<file path="src/rtl/dice_roll_engine.sv">
// Bias-free dice roller: rejection-samples SIPO words into 1..N values and
// accumulates up to MAX_DICE dice per request, throttling the SIPO via o_stop.
module dice_roll_engine #(
  parameter int RAND_W     = 7,
  parameter int MAX_DICE   = 4,
  parameter int CNT_W      = 3,
  parameter int SUM_W      = 9,
  parameter int MAX_REJECT = 15
) (
  input  logic              i_clk,
  input  logic              i_reset_n,
  input  logic              i_start,
  input  logic [2:0]        i_dieSelect,
  input  logic [CNT_W-1:0]  i_numDice,
  input  logic [RAND_W-1:0] i_randomData,
  input  logic              i_valid,
  output logic              o_stop,
  output logic              o_busy,
  output logic [6:0]        o_dieRoll,
  output logic              o_dieValid,
  output logic [SUM_W-1:0]  o_sum,
  output logic              o_done,
  output logic              o_error,
  output logic [7:0]        o_rejects
);

  // state   | meaning
  // IDLE    | waiting for i_start, SIPO halted
  // COLLECT | consuming words until all dice accepted or reject limit hit
  // DONE    | one-cycle completion pulse, then back to IDLE
  typedef enum logic [1:0] {S_IDLE, S_COLLECT, S_DONE} state_t;

  localparam int REJ_W = $clog2(MAX_REJECT + 1);
  localparam int RANGE = 2 ** RAND_W;

  // Largest multiple of N that fits in the word range; r below it is unbiased.
  localparam logic [RAND_W:0] LIM_D4   = (RAND_W+1)'((RANGE / 4) * 4);
  localparam logic [RAND_W:0] LIM_D6   = (RAND_W+1)'((RANGE / 6) * 6);
  localparam logic [RAND_W:0] LIM_D8   = (RAND_W+1)'((RANGE / 8) * 8);
  localparam logic [RAND_W:0] LIM_D10  = (RAND_W+1)'((RANGE / 10) * 10);
  localparam logic [RAND_W:0] LIM_D12  = (RAND_W+1)'((RANGE / 12) * 12);
  localparam logic [RAND_W:0] LIM_D20  = (RAND_W+1)'((RANGE / 20) * 20);
  localparam logic [RAND_W:0] LIM_D100 = (RAND_W+1)'((RANGE / 100) * 100);

  state_t             state_q, state_d;
  logic [2:0]         sel_q, sel_d;
  logic [CNT_W-1:0]   tgt_q, tgt_d;
  logic [CNT_W-1:0]   cnt_q, cnt_d;
  logic [REJ_W-1:0]   run_q, run_d;
  logic               stop_q, stop_d;
  logic               busy_q, busy_d;
  logic [6:0]         roll_q, roll_d;
  logic               die_valid_q, die_valid_d;
  logic [SUM_W-1:0]   sum_q, sum_d;
  logic               done_q, done_d;
  logic               error_q, error_d;
  logic [7:0]         rejects_q, rejects_d;

  logic [RAND_W:0]    lim;
  logic [RAND_W-1:0]  mod_v;
  logic [6:0]         roll_v;
  logic               accept;
  logic [CNT_W-1:0]   num_clamped;

  // Constant-divisor mod per die type, selected by the latched die type.
  always_comb begin
    lim   = LIM_D100;
    mod_v = i_randomData % RAND_W'(100);
    case (sel_q)
      3'd0: begin lim = LIM_D4;  mod_v = i_randomData % RAND_W'(4);  end
      3'd1: begin lim = LIM_D6;  mod_v = i_randomData % RAND_W'(6);  end
      3'd2: begin lim = LIM_D8;  mod_v = i_randomData % RAND_W'(8);  end
      3'd3: begin lim = LIM_D10; mod_v = i_randomData % RAND_W'(10); end
      3'd4: begin lim = LIM_D12; mod_v = i_randomData % RAND_W'(12); end
      3'd5: begin lim = LIM_D20; mod_v = i_randomData % RAND_W'(20); end
      default: ;
    endcase
    accept = {1'b0, i_randomData} < lim;
    roll_v = 7'(mod_v) + 7'd1;
  end

  always_comb begin
    num_clamped = i_numDice;
    if (i_numDice == '0)
      num_clamped = CNT_W'(1);
    else if (i_numDice > CNT_W'(MAX_DICE))
      num_clamped = CNT_W'(MAX_DICE);
  end

  always_comb begin
    state_d     = state_q;
    sel_d       = sel_q;
    tgt_d       = tgt_q;
    cnt_d       = cnt_q;
    run_d       = run_q;
    stop_d      = stop_q;
    busy_d      = busy_q;
    roll_d      = roll_q;
    die_valid_d = 1'b0;
    sum_d       = sum_q;
    done_d      = 1'b0;
    error_d     = error_q;
    rejects_d   = rejects_q;
    case (state_q)
      S_IDLE: begin
        if (i_start) begin
          sel_d     = i_dieSelect;
          tgt_d     = num_clamped;
          cnt_d     = '0;
          run_d     = '0;
          sum_d     = '0;
          rejects_d = '0;
          if (i_dieSelect == 3'd7) begin
            error_d = 1'b1;
            state_d = S_DONE;
            done_d  = 1'b1;
          end else begin
            error_d = 1'b0;
            state_d = S_COLLECT;
            stop_d  = 1'b0;
            busy_d  = 1'b1;
          end
        end
      end
      S_COLLECT: begin
        if (i_valid) begin
          if (accept) begin
            roll_d      = roll_v;
            die_valid_d = 1'b1;
            sum_d       = sum_q + SUM_W'(roll_v);
            cnt_d       = cnt_q + CNT_W'(1);
            run_d       = '0;
            if (cnt_q + CNT_W'(1) == tgt_q) begin
              state_d = S_DONE;
              done_d  = 1'b1;
              stop_d  = 1'b1;
              busy_d  = 1'b0;
            end
          end else begin
            if (rejects_q != 8'hFF)
              rejects_d = rejects_q + 8'd1;
            run_d = run_q + REJ_W'(1);
            if (run_q + REJ_W'(1) == REJ_W'(MAX_REJECT)) begin
              error_d = 1'b1;
              state_d = S_DONE;
              done_d  = 1'b1;
              stop_d  = 1'b1;
              busy_d  = 1'b0;
            end
          end
        end
      end
      default: state_d = S_IDLE;
    endcase
  end

  always_ff @(posedge i_clk or negedge i_reset_n) begin
    if (!i_reset_n) begin
      state_q     <= S_IDLE;
      sel_q       <= '0;
      tgt_q       <= '0;
      cnt_q       <= '0;
      run_q       <= '0;
      stop_q      <= 1'b1;
      busy_q      <= 1'b0;
      roll_q      <= '0;
      die_valid_q <= 1'b0;
      sum_q       <= '0;
      done_q      <= 1'b0;
      error_q     <= 1'b0;
      rejects_q   <= '0;
    end else begin
      state_q     <= state_d;
      sel_q       <= sel_d;
      tgt_q       <= tgt_d;
      cnt_q       <= cnt_d;
      run_q       <= run_d;
      stop_q      <= stop_d;
      busy_q      <= busy_d;
      roll_q      <= roll_d;
      die_valid_q <= die_valid_d;
      sum_q       <= sum_d;
      done_q      <= done_d;
      error_q     <= error_d;
      rejects_q   <= rejects_d;
    end
  end

  assign o_stop     = stop_q;
  assign o_busy     = busy_q;
  assign o_dieRoll  = roll_q;
  assign o_dieValid = die_valid_q;
  assign o_sum      = sum_q;
  assign o_done     = done_q;
  assign o_error    = error_q;
  assign o_rejects  = rejects_q;

endmodule
</file>
<file path="config.mk">
export PLATFORM = sky130hd
export DESIGN_NAME = dice_roll_engine
export DESIGN_NICKNAME = d
export VERILOG_FILES = /design/src/rtl/dice_roll_engine.sv
export SDC_FILE = /design/constraint.sdc
export NUM_CORES = 1
export LEC_CHECK = 0
export ABC_AREA = 1
export CORE_ASPECT_RATIO = 0.8
export CORE_UTILIZATION = 49
export CTS_CLUSTER_DIAMETER = 100
export DETAILED_ROUTE_END_ITERATION = 12
export GPL_TIMING_DRIVEN = 1
export PLACE_DENSITY = 0.82
export SLEW_MARGIN = 40
export SYNTH_ARGS = -nofsm -noshare
export SYNTH_HDL_FRONTEND = slang
export SYNTH_SLANG_ARGS = --single-unit
</file>
<file path="constraint.sdc">
create_clock -name i_clk -period 9.18 [get_ports i_clk]
set_input_delay 1.836 -clock i_clk [delete_from_list [all_inputs] [get_ports i_clk]]
set_output_delay 1.836 -clock i_clk [all_outputs]
set_load 0.03 [all_outputs]
</file>
==> results.sh, run 1 <==
export IMPL_status="completed"
export IMPL_synth_cell_types=42
export IMPL_synth_enable_flop_cells=0
export IMPL_root_buffer="clkbuf_8"
export IMPL_reg2reg_from="sel_q[2]"
export IMPL_antenna_cells=0
export IMPL_routed_wl_mm=8.95
export IMPL_globalplace_congestion=0.945
export IMPL_ios=46
export IMPL_cap_violations=0
export IMPL_postSynthCellCount=523
export IMPL_drc=0
export IMPL_cp_end_kind="flop"
export IMPL_seq_area_frac_synth_pct=28.3
export IMPL_worst_pin_slew_ps=702
export IMPL_routedWlPerCell_microns=13.2
export IMPL_drtIter0Drc=168
export IMPL_cts_tree="yes"
export IMPL_path_clk_slew_ps=80
export IMPL_area_delta_synth_final_pct=20.3
export IMPL_finalHoldViolCount=0
export IMPL_fillers=630
export IMPL_stdcell_count=676
export IMPL_startpoint="i_randomData[6]"
export IMPL_final_nets=626
export IMPL_async_reset_ff_share_pct=100
export IMPL_ys_seq_elements=44
export IMPL_max_slew_margin_pct=53.0
export IMPL_placedCellCount=665
export IMPL_grt_usage_pct=21.9
export IMPL_grt_pass1_vias=3286
export IMPL_timing_final_crit_share_pct=92.4
export IMPL_crit_path_max_fanout=6
export IMPL_start_kind="input port"
export IMPL_synth_area_sq_um=3890
export IMPL_cp_slowest_cell="ha_1"
export IMPL_clock_skew_ps=3.44
export IMPL_antenna_found_initial=0
export IMPL_cts_hold_buf=0
export IMPL_viasPerCell=5.29
export IMPL_cp_slowest_stage_delay_ps=330
export IMPL_clkLatencyLatePin_ps=290
export IMPL_hpwlAfterDp_mm=6.76
export IMPL_arrival_ps=8710
export IMPL_ys_warn_count=0
export IMPL_num_vias=3573
export IMPL_worstHoldPathType="reg2reg"
export IMPL_htree_levels=2
export IMPL_postSynthAreaPerCell_sq_um=7.44
export IMPL_rows=28
export IMPL_fmax_mhz=118
export IMPL_cpMostUsedCell="nand2_1"
export IMPL_final_cell_mix="123 x nand2_1, 76 x inv_1, 43 x dfrtp_1"
export IMPL_die_area_sq_um=8310
export IMPL_grt_ovfl_total=0
export IMPL_syn_nets=579
export IMPL_rsz0062_at_grt="no"
export IMPL_cts_sinks=44
export IMPL_slew_violations=0
export IMPL_numCtsBuffers=5
export IMPL_drive_gt1_share_pct=17.5
export IMPL_initial_utilization_pct=51.7
export IMPL_worstHoldStart="o_busy"
export IMPL_setup_viol=0
export IMPL_die_w_microns=102
export IMPL_postLayoutCoreUtil_pct=62.2
export IMPL_drtPass1Iterations=4
export IMPL_layout_commonest_cell="nand2_1"
export IMPL_die_h_microns=81.7
export IMPL_grt_max_degree=45
export IMPL_ant_nets=0
export IMPL_port_buffers=45
export IMPL_period_needed_ps=8480
export IMPL_grt_first_pass_wirelength_mm=14.5
export IMPL_synth_ff_type="dfrtp_1"
export IMPL_critPathKind="in2reg"
export IMPL_worstPathRequired_ps=9410
export IMPL_core_sq_um=7530
export IMPL_max_clock_path_buffers=2
-- repair_timing --
action | CTS | global route
resized for setup | 0 | 25
endpoints found under the setup margin | 0 | 5
buffers inserted | 0 | 3
-- cells by family after synthesis --
family / share of synthesized area [%]
simple gates: 33.6
buf+inv: 9.70
compound gates: 12.1
flops: 28.3
fa+ha+maj: 12.7
xor+xnor: 3.60
-- flip-flops by register name, indices dropped and copies added (netlist names) --
| signal | count |
|---|---|
| o_stop | 1 |
| o_rejects | 8 |
| o_dieRoll | 7 |
| o_dieValid | 1 |
| o_done | 1 |
| tgt_q | 3 |
| o_busy | 1 |
| sel_q | 3 |
| o_sum | 9 |
| state_q | 2 |
| cnt_q | 3 |
| run_q | 4 |
| o_error | 1 |
-- worst paths after layout --
path                       depth (start not counted)  slack (ps)  endpoint
setup / recovery                                  54         700  o_sum[8]
hold / removal                                     2         490    o_busy
setup reg to reg                                  56        1070  o_sum[8]
hold reg to reg                                    2         490    o_busy
max in group asynchronous                          1        7270    o_stop
min in group asynchronous                          1        1530  o_sum[4]
-- metrics by stage --
step | worst slack, ps | setup TNS (ps) | hold WS (ps) | instance area [sq um]
after global placement | 198 | 0 | 458 | 4430
final | 696 | 0 | 486 | 4690
after floorplan | 964 | 0 | 467 | 3890
after CTS | 62.0 | 0 | 493 | 4520
after detailed placement | -195 | -195 | 474 | 4430
after global routing | 173 | 0 | 506 | 4690
-- per-layer routing --
layer,vias to the layer above,track usage [%],share of wire (%)
li1,1770,-,-
met1,1695,29.6,48
met2,96,36.8,46
met3,12,4.00,4.5
met4,0,4.35,1.1
met5,-,0,0
-- synthesized netlist by cell type (7+ instances only) --
cell type	number	area, sq um
nand3_2	14	140
o21ai_1	8	40.0
dfrtp_1	43	1080
ha_1	38	475
o21ai_0	22	110
nand2_1	126	473
a21oi_1	14	70.1
and2_1	8	50.1
inv_2	10	37.5
nand3_1	35	175
nor2_1	31	116
nand2_4	7	78.8
nand2_2	10	62.6
xor2_1	12	105
inv_1	78	293
-- final cells by class --
type / instances / area, sq um / area share (%)
clock buffer: 8 / 90.1 / 1.92
timing repair buffer: 48 / 475 / 10.1
sequential: 44 / 1100 / 23.5
tap: 105 / 131 / 2.80
inverter: 89 / 339 / 7.24
multi-input combinational: 382 / 2550 / 54.4
-- critical path: cells and delay by family --
family | cells | cell delay [ps]
compound gates | 4 | 650
xor+xnor | 1 | 220
fa+ha+maj | 7 | 2010
buf+inv | 8 | 710
simple gates | 34 | 3290
Power of run 1 is not shown: default switching activity piles up to over one toggle a cycle in this logic, so the estimate is an artifact.
==> run 2: changes to the inputs <==
ABC_AREA = 0   (was 1)
PLACE_DENSITY = 0.83   (was 0.82)
==> run 2 against run 1 <==
Net effect:
- the flow now finishes with violations (setup timing)
- critical path depth is 16 lower
- via count is 15% higher
- cell area is 14% higher
- critical path type unchanged
- setup slack worse by 810 ps
- worst hold slack worse by 3.3 ps
- utilization is 15 points higher
- flip-flop and latch count stayed put
- non-clock buffer count is 93 higher
- largest cell class unchanged
- routed wire length is 47% higher
- highest routed layer unchanged
- die area is 8.2% lower
- maximum frequency is 8.8% lower
==> results.sh, run 2 <==
export IMPL_syn_nets=474
export IMPL_die_area_sq_um=7630
export IMPL_htree_levels=2
export IMPL_async_reset_ff_share_pct=100
export IMPL_antenna_found_initial=0
export IMPL_initial_utilization_pct=51.3
export IMPL_globalplace_congestion=0.868
export IMPL_cts_sinks=44
export IMPL_min_delay_path_depth=2
export IMPL_die_h_microns=78.3
export IMPL_ios=46
export IMPL_fmax_mhz=108
export IMPL_synth_enable_flop_cells=0
export IMPL_violations="setup timing"
export IMPL_synth_ff_type="dfrtp_1"
export IMPL_grt_max_degree=45
export IMPL_finalHoldViolCount=0
export IMPL_cp_end_kind="flop"
export IMPL_die_w_microns=97.4
export IMPL_final_cell_mix="94 x buf_4, 53 x nand2_1, 43 x dfrtp_1"
export IMPL_synth_cell_types=64
export IMPL_crit_path_max_fanout=5
export IMPL_drtIter0Drc=281
export IMPL_port_buffers=45
export IMPL_reg2reg_setup_slack_ps=520
export IMPL_setup_slack_ps=-119
export IMPL_synth_most_common_cell="nand2_1"
export IMPL_hold_path_end="o_dieRoll[2]"
export IMPL_worstPathRequired_ps=9410
export IMPL_netlist_top_cells_count="58 x nand2_1, 43 x dfrtp_1, 38 x ha_1"
export IMPL_final_nets=610
export IMPL_slew_violations=0
export IMPL_drtPass1Iterations=5
export IMPL_grt_pass1_vias=3831
export IMPL_r2r_end="o_sum[7]"
export IMPL_status="finished, violations left"
export IMPL_seq_area_frac_synth_pct=30.9
export IMPL_reg2regPathDepth=40
export IMPL_ys_seq_elements=44
export IMPL_drc=0
export IMPL_reg2reg_from="sel_q[2]"
export IMPL_cp_slowest_stage_delay_ps=550
export IMPL_ant_nets=0
export IMPL_synth_top_area_share_pct=30.2
export IMPL_fillers=419
export IMPL_setup_viol=3
export IMPL_synth_top_area_cell="dfrtp_1"
export IMPL_largest_register_ffs=9
export IMPL_worstHoldPathType="reg2reg"
export IMPL_synthTopCellsByArea="dfrtp_1 30%, ha_1 13%, nand2_1 6.1%"
export IMPL_grt_first_pass_wirelength_mm=18.0
export IMPL_antenna_cells=0
export IMPL_timing_final_crit_share_pct=101
export IMPL_layout_commonest_cell="buf_4"
export IMPL_hpwlAfterDp_mm=6.97
export IMPL_critPathKind="in2reg"
export IMPL_numCtsBuffers=5
export IMPL_cp_slowest_cell="or4b_4"
export IMPL_worstHoldStart="o_dieRoll[2]"
export IMPL_setup_tns_ps=-261
export IMPL_routed_wl_mm=13.2
export IMPL_cpMostUsedCell="ha_4"
export IMPL_arrival_ps=9530
export IMPL_cap_violations=0
export IMPL_rows=27
export IMPL_area_delta_synth_final_pct=50.3
export IMPL_worst_pin_slew_ps=795
export IMPL_root_buffer="clkbuf_8"
export IMPL_clkLatencyLatePin_ps=310
export IMPL_viasPerCell=6.39
export IMPL_clock_skew_ps=11.2
export IMPL_ys_warn_count=0
export IMPL_cts_hold_buf=0
export IMPL_period_needed_ps=9300
export IMPL_routedWlPerCell_microns=20.6
export IMPL_grt_ovfl_total=0
export IMPL_postSynthAreaPerCell_sq_um=8.53
export IMPL_path_clk_slew_ps=90
export IMPL_core_sq_um=6960
export IMPL_postSynthCellCount=418
export IMPL_num_vias=4100
export IMPL_drive_gt1_share_pct=34.4
export IMPL_max_slew_margin_pct=46.6
export IMPL_synth_area_sq_um=3570
export IMPL_start_kind="input port"
export IMPL_max_clock_path_buffers=2
export IMPL_grt_usage_pct=29.4
export IMPL_cts_tree="yes"
==> run 2: changes by cell type in the layout (fill, tap and decap cells not counted), sizes merged, moves of 6 or more <==
cell,previous run,this run
buf,4,98
nand2,143,58
inv,89,27
nand3,51,9
nor2,40,23
nand2b,0,8
o21a,0,8
xnor2,4,12
nor3,4,10
or3,0,6
==> run 2: critical path, delay by kind of cell <==
family / cells / cell delay [ps]
AOI/OAI and AO/OA: 18 / 3440
and+or+nand+nor: 7 / 1560
xor gates and xnor gates: 1 / 210
adders and majority gates: 6 / 1680
buffers and inverters: 5 / 550
muxes: 1 / 250
==> run 2: how the worst max path moves through the flow <==
stage                          end            start  slack, ps
after global placement    o_sum[8]  i_randomData[6]       -580
after CTS                 o_sum[7]  i_randomData[6]         70
after detailed placement  o_sum[8]  i_randomData[6]       -770
final                     o_sum[7]  i_randomData[5]       -120
after floorplan           o_sum[8]  i_randomData[6]        0.9
after global routing      o_sum[6]  i_randomData[5]       -290
==> run 2: what timing repair did <==
action,4_1_cts,5_1_grt
buffers inserted,20,13
setup endpoints to repair,5,7
pin swaps,33,46
resized for setup,54,48
==> run 2: per-layer routing <==
metal  share of wire [%]  global-route usage, %
met5                   0                      0
met4                 7.3                   11.8
met3                 8.0                   4.99
met2                  45                   50.6
met1                  39                   36.9
==> run 2: logic make-up after synthesis <==
kind of cell    share of synthesized area, %
compound gates                          22.2
xor+xnor                                5.40
fa+ha+maj                               13.9
buf+inv                                 4.28
flops                                   30.9
mux                                     2.70
simple gates                            20.7
==> run 2: metrics by stage <==
stage | hold slack [ps] | area [sq um] | instances | worst slack, ps | utilization (%)
detailed placement | 467 | 4570 | 603 | -773 | 65.7
global route | 522 | 5360 | 642 | -292 | 77.1
finish | 483 | 5360 | 642 | -119 | 77.1
global placement | 460 | 4570 | 603 | -581 | 65.7
CTS | 487 | 5030 | 631 | 74.2 | 72.3
floorplan | 460 | 3580 | 418 | 0.877 | -
==> run 2: cell type report <==
| type | count | area (sq um) | share of cell area (%) |
|---|---|---|---|
| multi-input cells | 335 | 2780 | 51.9 |
| repair buffers | 141 | 1180 | 21.9 |
| flip-flops and latches | 44 | 1100 | 20.6 |
| well taps | 87 | 109 | 2.03 |
| inverters | 27 | 101 | 1.89 |
| clock buffers | 6 | 82.6 | 1.54 |
| clock inverters | 2 | 10.0 | 0.187 |
Power of run 2 is left out for the same reason.
==> patch 1 (settings of run 1) <==
The 3 states of `state_t` get a one-hot encoding in 3 bits.
--- a/src/rtl/dice_roll_engine.sv
+++ b/src/rtl/dice_roll_engine.sv
@@ -29,5 +29,5 @@
   // COLLECT | consuming words until all dice accepted or reject limit hit
   // DONE    | one-cycle completion pulse, then back to IDLE
-  typedef enum logic [1:0] {S_IDLE, S_COLLECT, S_DONE} state_t;
+  typedef enum logic [2:0] {S_IDLE = 3'b001, S_COLLECT = 3'b010, S_DONE = 3'b100} state_t;
 
   localparam int REJ_W = $clog2(MAX_REJECT + 1);
Behaviour: same outputs for any inputs over 4 cycles, from zero or initial values and one cycle with i_reset_n low; so few cycles prove little.
==> patch 1 against run 1 <==
- die area fell by 4.0%
- synthesized area fell by 4.0%
- sequential cell count rose by 1
- first-iteration DRC count rose by 30%
- global-route usage rose by 0.57 points
- cell area fell by 4.3%
- routed wire length fell by 4.1%
- clock skew fell by 0.00067 ns
- worst setup slack improved by 0.050 ns
- count of clock-buffer cells in the layout fell by 1
- critical path type unchanged
Power is left out: the tool's default activity adds up to more than one toggle a clock period on the data nets, which glitch-free logic cannot reach.
==> patch 1: results (changes against run 1) <==
* Outcome: completed (unchanged)
* Hold EP: o_busy (unchanged)
* 1st-iter DRT viols at 218 (was 168)
* Max FFs per register at 9 (unchanged)
* CP top delay family: simple AND/OR/NAND/NOR gates (unchanged)
* Yosys warnings at 0 (unchanged)
* Asr flop ratio synth at 100.0% (unchanged)
* Layout net count at 648 (was 626)
* Drt wl/cell at 12.30 µm (was 13.24 µm)
* CTS Buf Count at 5 (unchanged)
* Layout cells sized above 1 at 8.600% (was 17.51%)
* Hold slack at 0.4838 ns (was 0.4864 ns)
* Critical R2R Capture: o_sum[8] (unchanged)
* Post-synthesis sequential area ratio at 30.21% (was 28.31%)
* R2R cell count at 60 (was 56)
* HPWL after DPL at 6768 µm (was 6759 µm)
* Crit-path slowest cell: ha_1 (unchanged)
* Hold Path Class: reg2reg (unchanged)
* First-pass GRT wire length at 14480 µm (was 14550 µm)
* Hold wc startpoint: o_busy (unchanged)
* Worst Skew at 0.002771 ns (was 0.003445 ns)
* Pre-CTS setup slack at -0.4692 ns (was -0.1949 ns)
* Worst hold path cell count at 2 (unchanged)
* Crit Reg-Reg Startpoint: sel_q[2] (unchanged)
* Cells after DPL at 689 (was 665)
* Port Buffers at 45 (unchanged)
* Pre-antenna DRT Iters at 5 (was 4)
* Non-filler cells, final at 698 (was 676)
* CTS max path bufs at 2 (unchanged)
* Top cells by count, synth: nand2_1, inv_1, dfrtp_1, nand3_1, nor2_1 (was nand2_1, inv_1, dfrtp_1)
* Tot GR Track Use at 22.47% (was 21.90%)
* Initial antenna violation count at 0 (unchanged)
* Ant. Diodes at 0 (unchanged)
* Worst-margin pin slew at 0.7759 ns (was 0.7020 ns)
* DR vias/cell at 5.086 (was 5.286)
* Worst path arrival time at 8.60 ns (was 8.71 ns)
* Vias in the first global route at 3353 (was 3286)
* Largest net degree at the start of global routing at 46 (was 45)
* Synth Net Count at 602 (was 579)
* Final RePlAce weighted congestion at 0.9528 (was 0.9448)
* Reg2reg setup slack at 1.08 ns
* Critical Path Source: i_randomData[6] (unchanged)
* Synth top area cells: dfrtp_1, nand2_1, ha_1, inv_1, nand3_1 (was dfrtp_1, ha_1, nand2_1, inv_1, nand3_1)
* Delay of the slowest critical-path stage at 0.31 ns (was 0.33 ns)
* Clock-pin slew of the registers on the worst-case setup and hold paths at 0.08 ns (about the same)
* Cell variety after synth at 33 (was 42)
* Grt total ovfl at 0 (unchanged)
* H-tree Lvls at 2 (unchanged)
* Clock Latency Late Sink at 0.30 ns
* Worst-path maximum fanout at 6 (unchanged)
* Root buf cell: clkbuf_8 (unchanged)
* Mapped Avg Cell Area at 6.843 µm² (was 7.445 µm²)
==> patch 1: changes by cell type after synthesis, moves of 6 or more <==
cell / change
o21ai_0: +12
nand2_2: -6
inv_1: +7
nand3_2: -13
nand3_1: +8
nor2_1: +10
nand4_1: +7
nand2_1: +31
nand2_4: -7
==> patch 1: per-layer routing <==
metal,GRT usage (%),part of all wire [%],vias up
li1,-,-,1830
met5,0,0,-
met1,31.18,48,1613
met2,37.15,46,97
met3,3.481,4.9,10
met4,4.853,0.70,0
==> patch 1: worst max path at each step <==
stage / to / slack [ns] / cells past startpoint
floorplan: o_sum[8] / 0.87 / 58
global placement: o_sum[8] / 0.08 / 57
detailed placement: o_sum[8] / -0.47 / 57
CTS: o_sum[8] / 0.05 / 57
global route: o_sum[8] / -0.07 / 56
finish: o_sum[8] / 0.75 / 57
==> patch 1: area by class of cell <==
type                       instances  area [µm²]
clock buffer                       7       96.34
multi-input combinational        402        2323
fill                             660        2909
sequential                        45        1129
clock inverter                     1       5.005
tap                              105       131.4
timing repair buffer              48       460.4
inverter                          90       337.8
==> patch 1: cell families after synthesis <==
logic type	Yosys count	synth area share (%)
xor gates and xnor gates	14	3.282
DFF	45	30.21
AOI/OAI and AO/OA	68	10.42
adders and majority gates	39	13.26
buffers and inverters	99	10.01
and+or+nand+nor	281	32.82
==> patch 1: worst register-to-register path, delay by kind of cell, from the launching register on <==
kind,cells,cell delay [ns]
DFF,1,0.40
adders and majority gates,6,1.73
and+or+nand+nor,40,4.38
AOI/OAI and AO/OA,6,0.92
buffers and inverters,8,0.58
==> patch 1: through the flow <==
stage	area (µm²)	utilization [%]
finish	4483	60.65
floorplan	3736	-
CTS	4395	59.46
global placement	4292	58.06
detailed placement	4294	58.09
global route	4483	60.65
==> patch 1: what timing repair did <==
item                       4_1_cts  5_1_grt
gates resized for setup          3       18
cloned                           0        0
setup endpoints to repair        2        7
buffers inserted                 0        1
pin swaps                        0        3
==> patch 2 (flow settings as in run 1) <==
Without the edit above. Set the parameter `RAND_W` to 8 (it was 7).
--- a/src/rtl/dice_roll_engine.sv
+++ b/src/rtl/dice_roll_engine.sv
@@ -2,5 +2,5 @@
 // accumulates up to MAX_DICE dice per request, throttling the SIPO via o_stop.
 module dice_roll_engine #(
-  parameter int RAND_W     = 7,
+  parameter int RAND_W     = 8,
   parameter int MAX_DICE   = 4,
   parameter int CNT_W      = 3,
Ports: changed (resized i_randomData); port bits go from 46 to 47. No check against the original RTL was run, so the function may have changed too.
==> patch 2 against run 1 <==
- the run now ends with setup timing left
- synthesized cell count up 13%
- maximum frequency down 18%
- first-iteration DRC count up 130%
- cell count up 29%
- sequential cell count unchanged
- routed wire length up 88%
- register-to-register slack worse by 1.6 ns
- cell area up 42%
- synthesized area up 6.2%
- worst setup slack worse by 1.8 ns
Power is not shown: default switching activity piles up to over one toggle a cycle in this logic, so the estimate is an artifact.
==> patch 2: results (changes against run 1) <==
* Wire length on met2 at 8140 µm (was 4149 µm)
* Tot GR Track Use at 31.23% (was 21.90%)
* Last element of the critical path: o_sum[8] (unchanged)
* Root buf cell: clkbuf_8 (unchanged)
* Layout net count at 826 (was 626)
* Mapped Avg Cell Area at 6.999 µm² (was 7.445 µm²)
* Post-Route Setup TNS at -5.615 ns (was 0 ns)
* Post-synthesis sequential area ratio at 26.65% (was 28.31%)
* Crit-path slowest cell: ha_4 (was ha_1)
* Synth top area cells: dfrtp_1, ha_1, nand2_1, inv_1, nor2_1 (was dfrtp_1, ha_1, nand2_1, inv_1, nand3_1)
* Worst Skew at 0.006888 ns (was 0.003445 ns)
* Drt wl/cell at 19.25 µm (was 13.24 µm)
* Pre-CTS setup slack at -1.353 ns (was -0.1949 ns)
* Synth Net Count at 654 (was 579)
* First-pass GRT wire length at 21980 µm (was 14550 µm)
* Non-filler cells, final at 872 (was 676)
* R2R cell count at 67 (was 56)
* Setup-violating endpoint count in the final report at 10 (was 0)
* Synth Area in XOR/XNOR at 4.235% (was 3.599%)
* Port Buffers at 46 (was 45)
* Final RePlAce weighted congestion at 0.9262 (was 0.9448)
* Met1 GRT Util at 36.96% (was 29.60%)
* Outcome: finished, violations left (was completed)
* Hold slack at 0.4924 ns (was 0.4864 ns)
* Clock Latency Late Sink at 0.31 ns (was 0.29 ns)
* Vias in the first global route at 4767 (was 3286)
* DR vias/cell at 5.909 (was 5.286)
* Met2 usage at 56.83% (was 36.82%)
* Hold wc startpoint: o_stop (was o_busy)
* Crit Reg-Reg Startpoint: sel_q[0] (was sel_q[2])
* WL met1 at 6165 µm (was 4298 µm)
* Hold EP: o_stop (was o_busy)
* PnR worst setup slack at -1.107 ns (was 0.6960 ns)
* Reg2reg setup slack at -0.52 ns (was 1.07 ns)
* Post-synthesis adder-cell area fraction at 13.79% (was 12.72%)
* Delay of the slowest critical-path stage at 0.29 ns (was 0.33 ns)
* Post-CTS Setup Inserts at 49 (was 0)
* Top cells by count, synth: nand2_1, inv_1, nor2_1 (was nand2_1, inv_1, dfrtp_1)
* Pre-antenna DRT Iters at 6 (was 4)
* Fillers at 422 (was 630)
* CTS resizes at 72 (was 0)
* Worst path arrival time at 10.48 ns (was 8.71 ns)
* Met3 Usage GRT at 4.425% (was 4.000%)
* Worst slew margin at 62.08% (was 53.02%)
* HPWL after DPL at 8586 µm (was 6759 µm)
* Layout cells sized above 1 at 40.71% (was 17.51%)
* Failing checks: setup timing
[patch 2: worst max-delay path: cells and delay by family]
family | cells | cell delay (ns)
simple gates | 34 | 3.71
xor+xnor | 2 | 0.28
compound gates | 10 | 1.65
buf+inv | 11 | 1.23
fa+ha+maj | 7 | 1.72
[patch 2: cell type report]
type | instances | area [µm²] | share of cell area (%)
clock buffer | 6 | 82.58 | 1.245
multi-input combinational | 441 | 3450 | 52.02
tap | 108 | 135.1 | 2.038
timing repair buffer | 175 | 1453 | 21.91
sequential | 44 | 1102 | 16.62
inverter | 96 | 370.4 | 5.585
clock inverter | 2 | 38.79 | 0.5849
[patch 2: stage by stage]
stage | cell area (µm²) | utilization, %
after floorplan | 4364 | -
after global placement | 5472 | 67.92
after detailed placement | 5474 | 67.96
after CTS | 6232 | 77.37
after global routing | 6631 | 82.32
final | 6631 | 82.32
